File: config.mk
export PLATFORM = sky130hd
export DESIGN_NAME = updn_sweep_ctrl
export DESIGN_NICKNAME = d
export VERILOG_FILES = /design/src/rtl/updn_sweep_pkg.sv /design/src/rtl/updn_step_counter.sv /design/src/rtl/updn_sweep_ctrl.sv
export SDC_FILE = /design/constraint.sdc
export NUM_CORES = 1
export LEC_CHECK = 0
export BUFFER_PORTS_ARGS = -buffer_cell sky130_fd_sc_hd__clkbuf_2
export CORE_AREA = 5 5 68 70
export DETAILED_ROUTE_END_ITERATION = 10
export DIE_AREA = 0 0 73 75
export SLEW_MARGIN = 20
export SYNTH_ARGS = -nofsm -noshare
export SYNTH_HDL_FRONTEND = slang
export SYNTH_SLANG_ARGS = --single-unit
File: constraint.sdc
create_clock -name clk -period 4.15 [get_ports clk]
set_input_delay 0.83 -clock clk [delete_from_list [all_inputs] [get_ports clk]]
set_output_delay 0.83 -clock clk [all_outputs]
set_load 0.05 [all_outputs]
File: src/rtl/updn_sweep_pkg.sv
// Shared state encoding and command mode constants for the up/down sweep sequencer.
package updn_sweep_pkg;

    typedef enum logic [1:0] {
        ST_IDLE,
        ST_RUN_UP,
        ST_RUN_DN,
        ST_DONE
    } state_e;

    localparam logic [1:0] MODE_UP  = 2'b00;
    localparam logic [1:0] MODE_DN  = 2'b01;
    localparam logic [1:0] MODE_PP  = 2'b10;
    localparam logic [1:0] MODE_RSV = 2'b11;

endpackage

File: src/rtl/updn_step_counter.sv
// Loadable up/down step counter: load wins over enable, otherwise holds.
module updn_step_counter #(
    parameter int WIDTH = 4
) (
    input  logic             clk,
    input  logic             rst,
    input  logic             load,
    input  logic [WIDTH-1:0] load_val,
    input  logic             en,
    input  logic             up,
    output logic [WIDTH-1:0] count
);

    logic [WIDTH-1:0] count_q, count_d;

    always_comb begin
        count_d = count_q;
        if (load) begin
            count_d = load_val;
        end else if (en) begin
            count_d = up ? count_q + WIDTH'(1) : count_q - WIDTH'(1);
        end
    end

    always_ff @(posedge clk) begin
        if (rst) begin
            count_q <= '0;
        end else begin
            count_q <= count_d;
        end
    end

    assign count = count_q;

endmodule

File: src/rtl/updn_sweep_ctrl.sv
// Command-driven sweep sequencer (up-once / down-once / ping-pong) over a bounded counter.
// Optional UPDN_SWEEP_TURN_IRQ_EN adds a 'turn' pulse after each ping-pong reversal.
module updn_sweep_ctrl
    import updn_sweep_pkg::*;
#(
    parameter int WIDTH  = 4,
    parameter int REPS_W = 4
) (
    input  logic              clk,
    input  logic              rst,
    input  logic              cmd_valid,
    output logic              cmd_ready,
    input  logic [1:0]        cmd_mode,
    input  logic [WIDTH-1:0]  cmd_lo,
    input  logic [WIDTH-1:0]  cmd_hi,
    input  logic [REPS_W-1:0] cmd_reps,
    input  logic              pause,
    input  logic              abort,
    output logic [WIDTH-1:0]  count,
    output logic              cnt_en,
    output logic              cnt_up_down,
    output logic              busy,
    output logic              done,
    output logic              err
`ifdef UPDN_SWEEP_TURN_IRQ_EN
    ,
    output logic              turn
`endif
);

    state_e             state_q, state_d;
    logic [1:0]         mode_q, mode_d;
    logic [WIDTH-1:0]   lo_q, lo_d, hi_q, hi_d;
    logic [REPS_W-1:0]  rep_left_q, rep_left_d;
    logic               dir_q, dir_d;
    logic               err_q, err_d;
    logic               load, step;
    logic [WIDTH-1:0]   load_val, target;
    logic               accept;

    updn_step_counter #(.WIDTH(WIDTH)) u_cnt (
        .clk      (clk),
        .rst      (rst),
        .load     (load),
        .load_val (load_val),
        .en       (step),
        .up       (state_q == ST_RUN_UP),
        .count    (count)
    );

    assign accept = cmd_valid && cmd_ready;
    assign target = (state_q == ST_RUN_UP) ? hi_q : lo_q;

    always_ff @(posedge clk) begin
        if (rst) begin
            state_q    <= ST_IDLE;
            mode_q     <= MODE_UP;
            lo_q       <= '0;
            hi_q       <= '0;
            rep_left_q <= '0;
            dir_q      <= 1'b1;
            err_q      <= 1'b0;
        end else begin
            state_q    <= state_d;
            mode_q     <= mode_d;
            lo_q       <= lo_d;
            hi_q       <= hi_d;
            rep_left_q <= rep_left_d;
            dir_q      <= dir_d;
            err_q      <= err_d;
        end
    end

    always_comb begin
        state_d    = state_q;
        mode_d     = mode_q;
        lo_d       = lo_q;
        hi_d       = hi_q;
        rep_left_d = rep_left_q;
        err_d      = 1'b0;
        load       = 1'b0;
        load_val   = '0;
        step       = 1'b0;
        case (state_q)
            ST_IDLE: begin
                if (accept) begin
                    if (cmd_lo > cmd_hi || cmd_mode == MODE_RSV) begin
                        err_d = 1'b1;
                    end else begin
                        mode_d     = cmd_mode;
                        lo_d       = cmd_lo;
                        hi_d       = cmd_hi;
                        rep_left_d = (cmd_reps == '0) ? REPS_W'(1) : cmd_reps;
                        load       = 1'b1;
                        if (cmd_mode == MODE_DN) begin
                            load_val = cmd_hi;
                            state_d  = ST_RUN_DN;
                        end else begin
                            load_val = cmd_lo;
                            state_d  = ST_RUN_UP;
                        end
                    end
                end
            end
            ST_RUN_UP, ST_RUN_DN: begin
                // The terminal cycle is a dwell: count holds while the next leg is chosen.
                if (abort) begin
                    state_d = ST_IDLE;
                end else if (!pause) begin
                    if (count != target) begin
                        step = 1'b1;
                    end else if (mode_q != MODE_PP) begin
                        state_d = ST_DONE;
                    end else if (state_q == ST_RUN_UP) begin
                        state_d = ST_RUN_DN;
                    end else if (rep_left_q == REPS_W'(1)) begin
                        state_d = ST_DONE;
                    end else begin
                        rep_left_d = rep_left_q - REPS_W'(1);
                        state_d    = ST_RUN_UP;
                    end
                end
            end
            default: state_d = ST_IDLE;
        endcase

        dir_d = dir_q;
        if (state_d == ST_RUN_UP) begin
            dir_d = 1'b1;
        end else if (state_d == ST_RUN_DN) begin
            dir_d = 1'b0;
        end
    end

    always_comb begin
        cmd_ready   = (state_q == ST_IDLE) && !rst;
        busy        = (state_q != ST_IDLE);
        done        = (state_q == ST_DONE);
        cnt_en      = (state_q == ST_RUN_UP || state_q == ST_RUN_DN) && !pause;
        cnt_up_down = dir_q;
        err         = err_q;
    end

`ifdef UPDN_SWEEP_TURN_IRQ_EN
    logic turn_q, turn_d;

    always_comb begin
        turn_d = (state_q == ST_RUN_UP && state_d == ST_RUN_DN) ||
                 (state_q == ST_RUN_DN && state_d == ST_RUN_UP);
    end

    always_ff @(posedge clk) begin
        if (rst) begin
            turn_q <= 1'b0;
        end else begin
            turn_q <= turn_d;
        end
    end

    assign turn = turn_q;
`endif

endmodule

Word level (Yosys, flattened, before mapping). Index checks and enable logic that the tools add are counted.

Reduce and logical (&&, ||, !) cells: 17. Equal/unequal tests: 18. $lt $le $gt $ge: 1. Mux-type cells: 36. Bitwise operators: 3. Add/sub/neg operators: 3.

Operators with widths (count): two-way mux 4 bit (17); two-way mux 2 bit (9); inequality test 2 bit (second input constant) (9); AND reduction 9 bit (1); == test 2 bit (second input constant) (4); two-way mux 1 bit (8); case mux 4 bit (2 select lines) (1); subtractor 4 x 1 -> 4 bit (second input constant) (2); == test 2 x 1 -> 1 bit (second input constant) (3); nonzero test 2 bit (3); adder 4 x 1 -> 4 bit (second input constant) (1); == test 4 x 1 -> 1 bit (second input constant) (1); > comparator 4 bit (1); logical NOT 4 bit (1); inequality test 4 bit (1); case mux 2 bit (2 select lines) (1); OR reduction 2 bit (2); logical AND 1 bit (3); inverter 1 bit (3); AND reduction 3 bit (1); OR reduction 3 bit (1); logical NOT 1 bit (2); logical NOT 2 bit (1); logical OR 1 bit (2).

Output and inout port bits: 10. Word-level logic and storage cells: 86. Flip-flop bits (word level): 22.

Longest topological paths before layout. Gate-level depths: netlist (run 1).

Depth after elaboration: 10. Mapped depth: 10. Gate-level depth less buffers: 9.

Modules after synthesis. A second synthesis (run 1) with hierarchy kept.

Cells, all modules: 189. Area total of the unflattened synthesis: 1566.5 um2.

By module, submodules not included: updn_sweep_ctrl (instances 1, sequential area each 360.3 um2, area an instance 1271.2 um2, cells an instance 159); updn_step_counter (instances 1, sequential area each 80.1 um2, area an instance 295.3 um2, cells an instance 30).

Worst setup path after synthesis (run 1). OpenSTA, ideal clock, no wires.

Path kind: input port to flip-flop. Start: input port rst. End: register dir_q (netlist: cnt_up_down). Library setup time: 0.135 ns. Buffers on the path: 0. Arrival time: 2.724 ns. Stages: 7. Slack: 1.291 ns. Path through: nor2b_1 > and2_1 > nand3_1 > o211ai_1 > nor4bb_1 > o31a_1 > a31oi_1.

Longest elaborated chain between the ends: 7. Elaborated cells on any way between the ends: 8.

Ends and longest elaborated chain: from (decl) (RTL line updn_sweep_ctrl.sv:10) `input logic rst,`; logical NOT 1 bit (RTL line updn_sweep_ctrl.sv:136) `cmd_ready = (state_q == ST_IDLE) && !rst;`; logical AND 1 bit (RTL line updn_sweep_ctrl.sv:136); logical AND 1 bit (RTL line updn_sweep_ctrl.sv:51) `assign accept = cmd_valid && cmd_ready;`; two-way mux 2 bit (RTL line updn_sweep_ctrl.sv:86) `if (accept) begin`; case mux 2 bit (2 select lines) (RTL line updn_sweep_ctrl.sv:84) `case (state_q)`; == test 2 x 1 -> 1 bit (RTL line updn_sweep_ctrl.sv:128) `if (state_d == ST_RUN_UP) begin`; OR reduction 2 bit (no line); to (signal assigned) (RTL line updn_sweep_ctrl.sv:69) `dir_q <= dir_d;`; to (decl) (RTL line updn_sweep_ctrl.sv:35) `logic dir_q, dir_d;`.

Several ways; a longest one is shown, not always the timed one. A chain may end at the register's enable or synchronous reset.

Worst setup path after layout (run 1).
Start: register state_q[1]. End: register rep_left_q[3].

Longest elaborated chain between the ends: 5. Elaborated cells on any way between the ends: 19.

Ends and longest elaborated chain: from (decl) (RTL line updn_sweep_ctrl.sv:31) `state_e state_q, state_d;`; from (signal assigned) (RTL line updn_sweep_ctrl.sv:64) `state_q <= state_d;`; == test 2 x 1 -> 1 bit / logical NOT 2 bit (equally long branches); two-way mux 4 bit / logical AND 1 bit (equally long branches) (RTL line updn_sweep_ctrl.sv:52, updn_sweep_ctrl.sv:136); inequality test 4 bit / logical AND 1 bit (equally long branches) (RTL line updn_sweep_ctrl.sv:110, updn_sweep_ctrl.sv:51); inequality test 2 bit (no line); AND reduction 9 bit (no line); to (signal assigned) (RTL line updn_sweep_ctrl.sv:68) `rep_left_q <= rep_left_d;`; to (decl) (RTL line updn_sweep_ctrl.sv:34) `logic [REPS_W-1:0] rep_left_q, rep_left_d;`.

Several ways; a longest one is shown, not always the timed one.

==> results by group, run 1 <==
Run status
  – Status: completed

Worst setup path
  – WP data arrival: between 3 and 4 ns
  – Worst setup path category: reg -> reg
  – Worst path top cell family by delay: simple AND/OR/NAND/NOR gates
  – Worst Reg2Reg Path Length in Cells: 9
  – Slowest CP cell: or3b_4
  – FF-to-FF Start: state_q[1]$_SDFF_PP0_
  – Crit end category: flop
  – Startpoint types: flop
  – R2r setup slk: 1.17 ns
  – Critical path, cell by cell: inv_1 > ha_1 > mux2i_1 > xor2_1 > nand4_2 > or3b_4 > or4_4 > a211o_1 > a31oi_1
  – CP bufs+invs: 1
  – Max incr delay on CP: approximately 0.43 ns
  – Worst path required time: around 4.4 ns
  – R2R Path End: rep_left_q[3]$_SDFFE_PP0P_
  – CP Max Fanout: 8

Placement
  – DP HPWL: around 2.8 mm
  – Pre-CTS WS: roughly 1.1 ns
  – Port bufs: 28
  – Global placement routability congestion: 0.762

Logic synthesis
  – Yosys top cell area share: between 20% and 30%
  – Largest family of logic cells by synthesized area: simple AND/OR/NAND/NOR gates
  – Synth Area in Compound Gates: a little under a fifth
  – Synth Cell Area: around 1500 um^2
  – Synth Register Bits: 22
  – XOR/XNOR share of the synthesized area: under 10%
  – Distinct cells, synth: 44
  – Post-synth EDFFs: 0
  – Syn avg cell area: slightly above 8 um^2
  – Synth area leaders: dfxtp_1, ha_1, mux2i_1
  – YS warnings: 0
  – Post-synth ARST share: 0%
  – Syn Inst Count: roughly 190
  – Adder-cell share of the synthesized area: 10.3%
  – Dominant cell type by area after synthesis: dfxtp_1
  – Sequential-to-total area share from yosys stat: roughly 29%
  – Syn_nets: 218
  – Top_reg_cell synth: dfxtp_1
  – Proportion of synthesized area in mux cells: 9.63%
  – Post-synthesis simple-gate area fraction: between 20 and 25%

Finish
  – Share of cells above drive strength 1: about 18%
  – # diodes: 0
  – Area growth, synth to finish: 14.6%
  – Nets: ~240

Timing
  – Max Slew Vio Count: 0
  – Final worst setup slack: about 1.2 ns
  – Setup TNS: 0 ns
  – Fmax: ~340 MHz
  – Fin Clk Skew: roughly 0.0034 ns
  – Final cycle utilization of the critical path: a little under three quarters
  – Slew of the pin with the lowest slew margin: approximately 0.65 ns
  – Fin. Hold Viols: 0
  – Setup repair after global routing missed its margin: no
  – Max_slew headroom: 55.7%
  – Minimum period implied by the final worst setup slack: slightly below 3 ns
  – Setup Viol. Count Final: 0

Global route
  – Grt ovf: 0
  – Global-route usage over all layers: roughly 14%
  – First-pass GRT wire length: 6.04 mm
  – Largest net degree at the start of global routing: 25
  – Initial antenna violation count: 0
  – Vias in the first global route: around 1,300

Drt
  – WL/cell: approximately 14 um
  – DR DRC count: 0
  – Post-DRT Antenna Nets: 0
  – Total wire length: 3.65 mm
  – Pre-Repair DR Iteration Count: 4
  – Detailed Route Iter0 Violations: 98
  – Vias post-DR: between 1,000 and 1,500
  – Drt via density: 5.26

Clock network
  – CTS tree: yes
  – Clock sink count: 22
  – CTS H-tree lvls: 1
  – Post-CTS setup buffer count: 0
  – Clock buffer depth: 2
  – CTS clk-pin slew, worst paths: 0.09 ns
  – Post-cts hold buffer count: 0
  – Clock tree root buffer cell: clkbuf_8
  – Clock Latency Late Sink: between 0.2 and 0.3 ns
  – CTS resizes: 0
  – CTS buffer count: 3

Min path
  – Hold endpoint: lo_q[0]$_SDFFE_PP0N_
  – WHS Path Cells: 2
  – Worst Hold Class: reg -> reg
  – Worst hold start: lo_q[0]$_SDFFE_PP0N_

Floorplanning
  – Initial Utilization: between 30% and 40%
  – Row Count: 23
  – Die Y: ~75 um
  – Core footprint: slightly below 4000 um^2
  – Die area: about 5500 um^2
  – I/O pin total: 29
  – Chip Width: around 73 um

Power
  – P per Cell Area: ~340 nW/um^2
  – Worst vdd ir: approximately 0.00019 V
  – Power, Total: about 600 uW
  – Leakage: between 0.0007 and 0.0008 uW

Run
  – Max Cap Viol: 0
==> area by class of cell <==
class	instances	area, um^2
repair buffers	29	148
multi-input cells	142	998
flip-flops and latches	22	440
clock buffers	4	55.1
well taps	50	62.6
inverters	14	52.6
fillers	430	2160
==> sequential cells by signal, summed over array words and instances (netlist names) <==
| register | flops |
|---|---|
| cnt_up_down | 1 |
| err | 1 |
| hi_q | 4 |
| lo_q | 4 |
| mode_q | 2 |
| rep_left_q | 4 |
| state_q | 2 |
| u_cnt.count | 4 |
==> where the power goes <==
group / leakage (uW) / internal, uW / switching [uW] / total, uW
combinational: 0.000547 / 70.9 / 125 / 196
clock: 0.0000288 / 84.7 / 76.1 / 161
sequential: 0.000179 / 227 / 16.6 / 244
==> per-stage QoR <==
stage               hold WS, ns  cells  cell area, um^2  utilization (%)
CTS                       0.506    261             1760             44.9
finish                    0.500    261             1760             44.9
global placement          0.479    257             1700             43.5
global route              0.527    261             1760             44.9
detailed placement        0.479    257             1700             43.5
floorplan                 0.454    187             1530                -
==> tightest hold or removal path, stage by stage, from the launching register on <==
cell and delay [ns]:
dfxtp_1 0.34, a21oi_1 0.06, nor2_1 0.07
==> cell families (layout without fill, tap and decap cells) <==
group | Yosys count | count (layout)
muxes | 14 | 14
adders and majority gates | 12 | 12
xor gates and xnor gates | 7 | 7
DFF | 22 | 22
AOI/OAI and AO/OA | 43 | 43
buffers and inverters | 23 | 47
and+or+nand+nor | 66 | 66
==> worst max path at each step <==
stage	startpoint	end	slack, ns	cells after the start
after floorplan	rst	cnt_up_down$_SDFFE_PP1N_	1.29	7
after global placement	cmd_hi[1]	cnt_up_down$_SDFFE_PP1N_	1.04	10
after detailed placement	cmd_hi[1]	cnt_up_down$_SDFFE_PP1N_	1.05	10
after CTS	state_q[1]$_SDFF_PP0_	rep_left_q[3]$_SDFFE_PP0P_	1.16	9
after global routing	state_q[1]$_SDFF_PP0_	rep_left_q[3]$_SDFFE_PP0P_	0.99	9
final	state_q[1]$_SDFF_PP0_	rep_left_q[3]$_SDFFE_PP0P_	1.17	9
==> cells in the mapped netlist (3+ instances only) <==
| cell type | instances |
|---|---|
| clkbuf_1 | 7 |
| inv_1 | 14 |
| xor2_1 | 4 |
| mux2i_1 | 10 |
| nor3_1 | 5 |
| nand2_1 | 11 |
| nor2b_1 | 5 |
| a211oi_1 | 3 |
| o21ai_0 | 6 |
| dfxtp_1 | 22 |
| nor2_1 | 24 |
| a21oi_1 | 13 |
| ha_1 | 11 |
| nand2b_1 | 6 |
| a31oi_1 | 5 |
| nand3_1 | 4 |
==> layout by cell type (no fill, tap or decap), types with 3 or more instances in the layout <==
| master | n |
|---|---|
| a31oi_1 | 5 |
| xor2_1 | 4 |
| nor2_1 | 24 |
| clkbuf_2 | 28 |
| nand2_1 | 11 |
| nand2b_1 | 6 |
| a21oi_1 | 13 |
| dfxtp_1 | 22 |
| ha_1 | 11 |
| inv_1 | 14 |
| mux2i_1 | 10 |
| clkbuf_8 | 4 |
| o21ai_0 | 6 |
| nor2b_1 | 5 |
| a211oi_1 | 3 |
| nand3_1 | 4 |
| nor3_1 | 5 |
==> routing by layer <==
metal | wire [um] | track usage, % | vias to the layer above
met3 | 105 | 1.74 | 4
met2 | 1610 | 21.9 | 21
met4 | 49 | 4.30 | 0
met1 | 1880 | 20.0 | 633
met5 | 0 | 0 | -
li1 | - | - | 714
Power figures use the tool's default switching activity.
==> run 2, diff against run 1 <==
==> constraint.sdc (replaced) <==
create_clock -name clk -period 3.1 [get_ports clk]
set_input_delay 0.62 -clock clk [delete_from_list [all_inputs] [get_ports clk]]
set_output_delay 0.62 -clock clk [all_outputs]
set_load 0.05 [all_outputs]
==> run 2 against run 1 <==
Effect of this change:
- clock power up 14%
- cell count up 1.5%
- critical path depth down 1
- sequential cell count unchanged
- critical endpoint unchanged
- sequential share of layout area down 0.33 points
- largest cell class unchanged
==> results by group, run 2 (same netlist as run 1, synthesis figures left out) <==
Finish
  – Share of cells above drive strength 1: approximately a fifth
  – # diodes: 0
  – Most frequent cells in the layout: clkbuf_2, nor2_1, dfxtp_1
  – Area growth, synth to finish: 16.2%
  – Final Core Density: a little under half
  – Final Cell Area: 1780 um^2
  – Filler cells: 413
  – Commonest non-fill, non-tap cell in the layout: clkbuf_2
  – Nets: 248
  – Final cell count without fillers: around 270

Timing
  – Slew of the pin with the lowest slew margin: roughly 0.66 ns
  – Max_slew headroom: a little over half
  – Setup repair after global routing missed its margin: no
  – Final cycle utilization of the critical path: about 94%
  – Max Slew Vio Count: 0
  – Fin Clk Skew: between 0.008 and 0.009 ns
  – Fmax: approximately 340 MHz
  – Setup Viol. Count Final: 0
  – Minimum period implied by the final worst setup slack: between 2 and 3 ns
  – Fin. Hold Viols: 0
  – Setup TNS: 0 ns

Clock network
  – Clock sink count: 22
  – Clock buffer depth: 2
  – CTS buffer count: 3
  – CTS clk-pin slew, worst paths: ~0.080 ns
  – Clock tree root buffer cell: clkbuf_8
  – CTS tree: yes
  – Post-cts hold buffer count: 0
  – Clock Latency Late Sink: 0.27 ns
  – Post-CTS setup buffer count: 0
  – CTS resizes: 0
  – CTS H-tree lvls: 1

Power
  – Leakage: 0.000771 uW
  – Worst vdd ir: between 0.00015 and 0.0002 V
  – P per Cell Area: ~440 nW/um^2

Worst setup path
  – Startpoint types: flop
  – CP Max Fanout: 5
  – Worst path required time: between 3 and 4 ns
  – Slowest CP cell: a2111oi_0
  – Worst setup path category: reg -> reg
  – Crit end category: flop
  – WP data arrival: roughly 3.1 ns
  – Max incr delay on CP: 0.51 ns
  – Critical path, cell by cell: inv_1 > ha_1 > buf_4 > a2111oi_0 > or3b_4 > or4_4 > a211o_1 > a31oi_1
  – Worst path top cell family by delay: compound AO/OA/AOI/OAI gates
  – CP bufs+invs: 2

Floorplanning
  – I/O pin total: 29
  – Initial Utilization: roughly 40%
  – Die Y: 75 um
  – Die area: between 5000 and 6000 um^2
  – Core footprint: between 3000 and 4000 um^2
  – Row Count: 23
  – Chip Width: 73 um

Placement
  – Port bufs: 28
  – Inst Count DP: 262
  – DP HPWL: 2.85 mm
  – Global placement routability congestion: approximately 0.8
  – Post-DP Area: between 1500 and 2000 um^2

Drt
  – DR DRC count: 0
  – Total wire length: 3.71 mm
  – WL/cell: 14.0 um
  – Drt via density: roughly 5.2
  – Vias post-DR: roughly 1,400
  – Post-DRT Antenna Nets: 0
  – Pre-Repair DR Iteration Count: 5
  – Detailed Route Iter0 Violations: between 50 and 60

Global route
  – Global-route usage over all layers: roughly 14%
  – Largest net degree at the start of global routing: 22
  – First-pass GRT wire length: 6.22 mm
  – Grt ovf: 0
  – Initial antenna violation count: 0
  – Vias in the first global route: between 1,000 and 1,500

Run status
  – Status: completed

Min path
  – Worst Hold Class: reg -> reg

Run
  – Max Cap Viol: 0
run 2: changes by cell type in the layout (fill, tap and decap cells not counted), sizes merged:
cell and change:
clkbuf -1, buf +5
run 2: final timing paths:
| path | from | to | slack (ns) | cells after the start |
|---|---|---|---|---|
| hold reg to reg | hi_q[3]$_SDFFE_PP0N_ | hi_q[3]$_SDFFE_PP0N_ | 0.50 | 2 |
| setup reg to reg | state_q[1]$_SDFF_PP0_ | rep_left_q[3]$_SDFFE_PP0P_ | 0.18 | 8 |
| setup / recovery | state_q[1]$_SDFF_PP0_ | rep_left_q[3]$_SDFFE_PP0P_ | 0.18 | 8 |
| hold / removal | hi_q[3]$_SDFFE_PP0N_ | hi_q[3]$_SDFFE_PP0N_ | 0.50 | 2 |
run 2: stage by stage:
step / power, uW / worst slack (ns) / hold WS, ns
finish: 780 / 0.181 / 0.504
global route: 830 / 0.00357 / 0.544
CTS: 786 / 0.209 / 0.504
detailed placement: 603 / 0.247 / 0.485
global placement: 603 / 0.331 / 0.474
floorplan: 530 / 0.396 / 0.454
run 2: layout make-up:
| type | count | area (um^2) | share of cell area, % |
|---|---|---|---|
| Multi-Input combinational cell | 142 | 998 | 56.1 |
| Clock buffer | 3 | 41.3 | 2.32 |
| Tap cell | 50 | 62.6 | 3.51 |
| Inverter | 14 | 52.6 | 2.95 |
| Timing Repair Buffer | 34 | 185 | 10.4 |
| Sequential cell | 22 | 440 | 24.7 |
run 2: layer usage:
layer | part of all wire (%) | wire [um] | global-route usage [%]
met1 | 53 | 1950 | 20.2
met2 | 42 | 1550 | 22.1
met3 | 3.9 | 146 | 2.00
met4 | 1.8 | 65 | 6.15
met5 | 0 | 0 | 0
run 2: report_power, final:
| part | switching, uW | internal [uW] | total [uW] |
|---|---|---|---|
| Combinational | 169 | 101 | 270 |
| Sequential | 23.2 | 304 | 328 |
| Clock | 95.7 | 86.9 | 183 |
| Total | 288 | 492 | 780 |
run 2: worst min-delay path: cells and delay by family (launching register included):
kind / cells / cell delay (ns)
compound gates: 1 / 0.06
flops: 1 / 0.34
simple gates: 1 / 0.07
==> run 3, diff against run 2 <==
--- a/config.mk
+++ b/config.mk
@@ -6,9 +6,13 @@
 export NUM_CORES = 1
 export LEC_CHECK = 0
 export BUFFER_PORTS_ARGS = -buffer_cell sky130_fd_sc_hd__clkbuf_2
+export CELL_PAD_IN_SITES_DETAIL_PLACEMENT = 1
+export CELL_PAD_IN_SITES_GLOBAL_PLACEMENT = 1
 export CORE_AREA = 5 5 68 70
 export DETAILED_ROUTE_END_ITERATION = 10
 export DIE_AREA = 0 0 73 75
+export MAX_ROUTING_LAYER = met4
+export PLACE_DENSITY_LB_ADDON = 0.1
 export SLEW_MARGIN = 20
 export SYNTH_ARGS = -nofsm -noshare
 export SYNTH_HDL_FRONTEND = slang
==> run 3 against run 2 <==
Effect of this change:
- combinational power is 2% higher
- sequential cell count stayed put
- wire length is 16% higher
- sequential share of layout area is 0.22 points lower
- clock power is 15% higher
- fmax is 0.93% higher
- utilization is 0.42 points higher
- power is 4.2% higher
- non-clock buffer count stayed put
- critical path type unchanged
- highest routed layer unchanged
==> results by group, run 3 (same netlist as run 1, synthesis figures left out) <==
Run status
  – Status: completed

Worst setup path
  – WP data arrival: approximately 3 ns
  – FF-to-FF Start: state_q[1]$_SDFF_PP0_
  – Worst Reg2Reg Path Length in Cells: 9
  – Worst path required time: roughly 3.3 ns
  – Slowest CP cell: or3b_4
  – Worst path top cell family by delay: simple AND/OR/NAND/NOR gates
  – R2r setup slk: about 0.21 ns
  – Max incr delay on CP: 0.44 ns
  – Worst setup path category: reg -> reg
  – R2R Path End: rep_left_q[3]$_SDFFE_PP0P_
  – Critical path, cell by cell: inv_1 > ha_2 > mux2i_1 > xor2_1 > nand4_2 > or3b_4 > or4_4 > a211o_1 > a31oi_1
  – Crit end category: flop
  – CP Max Fanout: 5
  – CP bufs+invs: 1
  – Startpoint types: flop

Clock network
  – Clock sink count: 22
  – Clock tree root buffer cell: clkbuf_8
  – CTS clk-pin slew, worst paths: 0.09 ns
  – Clock Latency Late Sink: 0.26 ns
  – CTS buffer count: 3
  – CTS tree: yes
  – CTS H-tree lvls: 1
  – Post-CTS setup buffer count: 0
  – Clock buffer depth: 2

Drt
  – DR DRC count: 0
  – Total wire length: 4.29 mm
  – Drt via density: between 5 and 6
  – WL/cell: around 16 um
  – Post-DRT Antenna Nets: 0
  – Pre-Repair DR Iteration Count: 4
  – Vias post-DR: 1,450
  – Detailed Route Iter0 Violations: 71

Placement
  – Port bufs: 28
  – Global placement routability congestion: approximately 0.85
  – Post-DP Area: approximately 1700 um^2
  – DP HPWL: roughly 3.4 mm

Min path
  – Hold endpoint: lo_q[0]$_SDFFE_PP0N_
  – WHS Path Cells: 2
  – Worst hold start: lo_q[0]$_SDFFE_PP0N_
  – Worst Hold Class: reg -> reg

Finish
  – Commonest non-fill, non-tap cell in the layout: clkbuf_2
  – Area growth, synth to finish: 17.2%
  – Final Cell Area: roughly 1800 um^2
  – Nets: between 200 and 250
  – # diodes: 0
  – Share of cells above drive strength 1: approximately a fifth
  – Most frequent cells in the layout: clkbuf_2, nor2_1, dfxtp_1

Timing
  – Max Slew Vio Count: 0
  – Fin Clk Skew: 0.00639 ns
  – Fmax: about 350 MHz
  – Slew of the pin with the lowest slew margin: ~0.62 ns
  – Hold WS: about 0.50 ns
  – Setup TNS: 0 ns
  – Setup Viol. Count Final: 0
  – Max_slew headroom: 57.6%
  – Minimum period implied by the final worst setup slack: approximately 2.9 ns
  – Final cycle utilization of the critical path: between 90 and 100%
  – Fin. Hold Viols: 0
  – Setup repair after global routing missed its margin: no

Power
  – Leakage: between 0.0007 and 0.0008 uW
  – P per Cell Area: around 450 nW/um^2
  – Worst vdd ir: around 0.00020 V

Global route
  – Largest net degree at the start of global routing: 22
  – Vias in the first global route: about 1,500
  – Grt ovf: 0
  – Global-route usage over all layers: between 10% and 20%
  – First-pass GRT wire length: about 7.3 mm
  – Initial antenna violation count: 0

Floorplanning
  – Die area: around 5500 um^2
  – Initial Utilization: approximately 40%
  – Die Y: around 75 um
  – I/O pin total: 29
  – Core footprint: 3910 um^2
  – Row Count: 23
  – Chip Width: 73 um

Run
  – Max Cap Viol: 0
run 3: power by group:
group | switching, uW | total [uW] | internal, uW
logic | 175 | 276 | 101
clock network | 96.8 | 210 | 113
registers | 23.3 | 328 | 304
run 3: area by class of cell:
type / instances / area (um^2)
Clock buffer: 4 / 55.1
Fill cell: 502 / 2120
Inverter: 14 / 52.6
Multi-Input combinational cell: 142 / 1000
Sequential cell: 22 / 440
Tap cell: 50 / 62.6
Timing Repair Buffer: 34 / 185
run 3: how the worst max path moves through the flow:
stage | to | slack (ns) | cells past startpoint | start
after detailed placement | rep_left_q[3]$_SDFFE_PP0P_ | 0.13 | 9 | state_q[1]$_SDFF_PP0_
final | rep_left_q[3]$_SDFFE_PP0P_ | 0.21 | 9 | state_q[1]$_SDFF_PP0_
after floorplan | cnt_up_down$_SDFFE_PP1N_ | 0.40 | 9 | state_q[1]$_SDFF_PP0_
after global placement | rep_left_q[3]$_SDFFE_PP0P_ | 0.19 | 9 | state_q[1]$_SDFF_PP0_
after global routing | rep_left_q[3]$_SDFFE_PP0P_ | 0.04 | 9 | state_q[1]$_SDFF_PP0_
after CTS | rep_left_q[3]$_SDFFE_PP0P_ | 0.1 | 9 | state_q[1]$_SDFF_PP0_
run 3: per-layer routing:
layer	vias to the layer above	part of all wire (%)	GRT usage [%]
li1	720	-	-
met1	704	51	23.1
met2	24	45	28.5
met3	2	2.6	2.80
met4	0	0.54	3.07
met5	-	0	-
run 3: through the flow:
step / power [uW] / util, % / instances / setup WS, ns
floorplan: 530 / - / 187 / 0.396
global placement: 602 / 44.4 / 262 / 0.189
detailed placement: 610 / 44.4 / 262 / 0.129
CTS: 824 / 45.8 / 266 / 0.0961
global route: 868 / 45.9 / 266 / 0.0366
finish: 813 / 45.9 / 266 / 0.208
run 3: tightest hold or removal path: cells and delay by family (launching register included):
family          cells  cell delay [ns]
flops               1             0.33
simple gates        1             0.08
compound gates      1             0.06
run 3: timing repair:
action | in CTS | in global routing
setup endpoints to repair | 0 | 1
resized for setup | 0 | 1
hold endpoints to repair | 0 | 0
hold buffers | 0 | 0
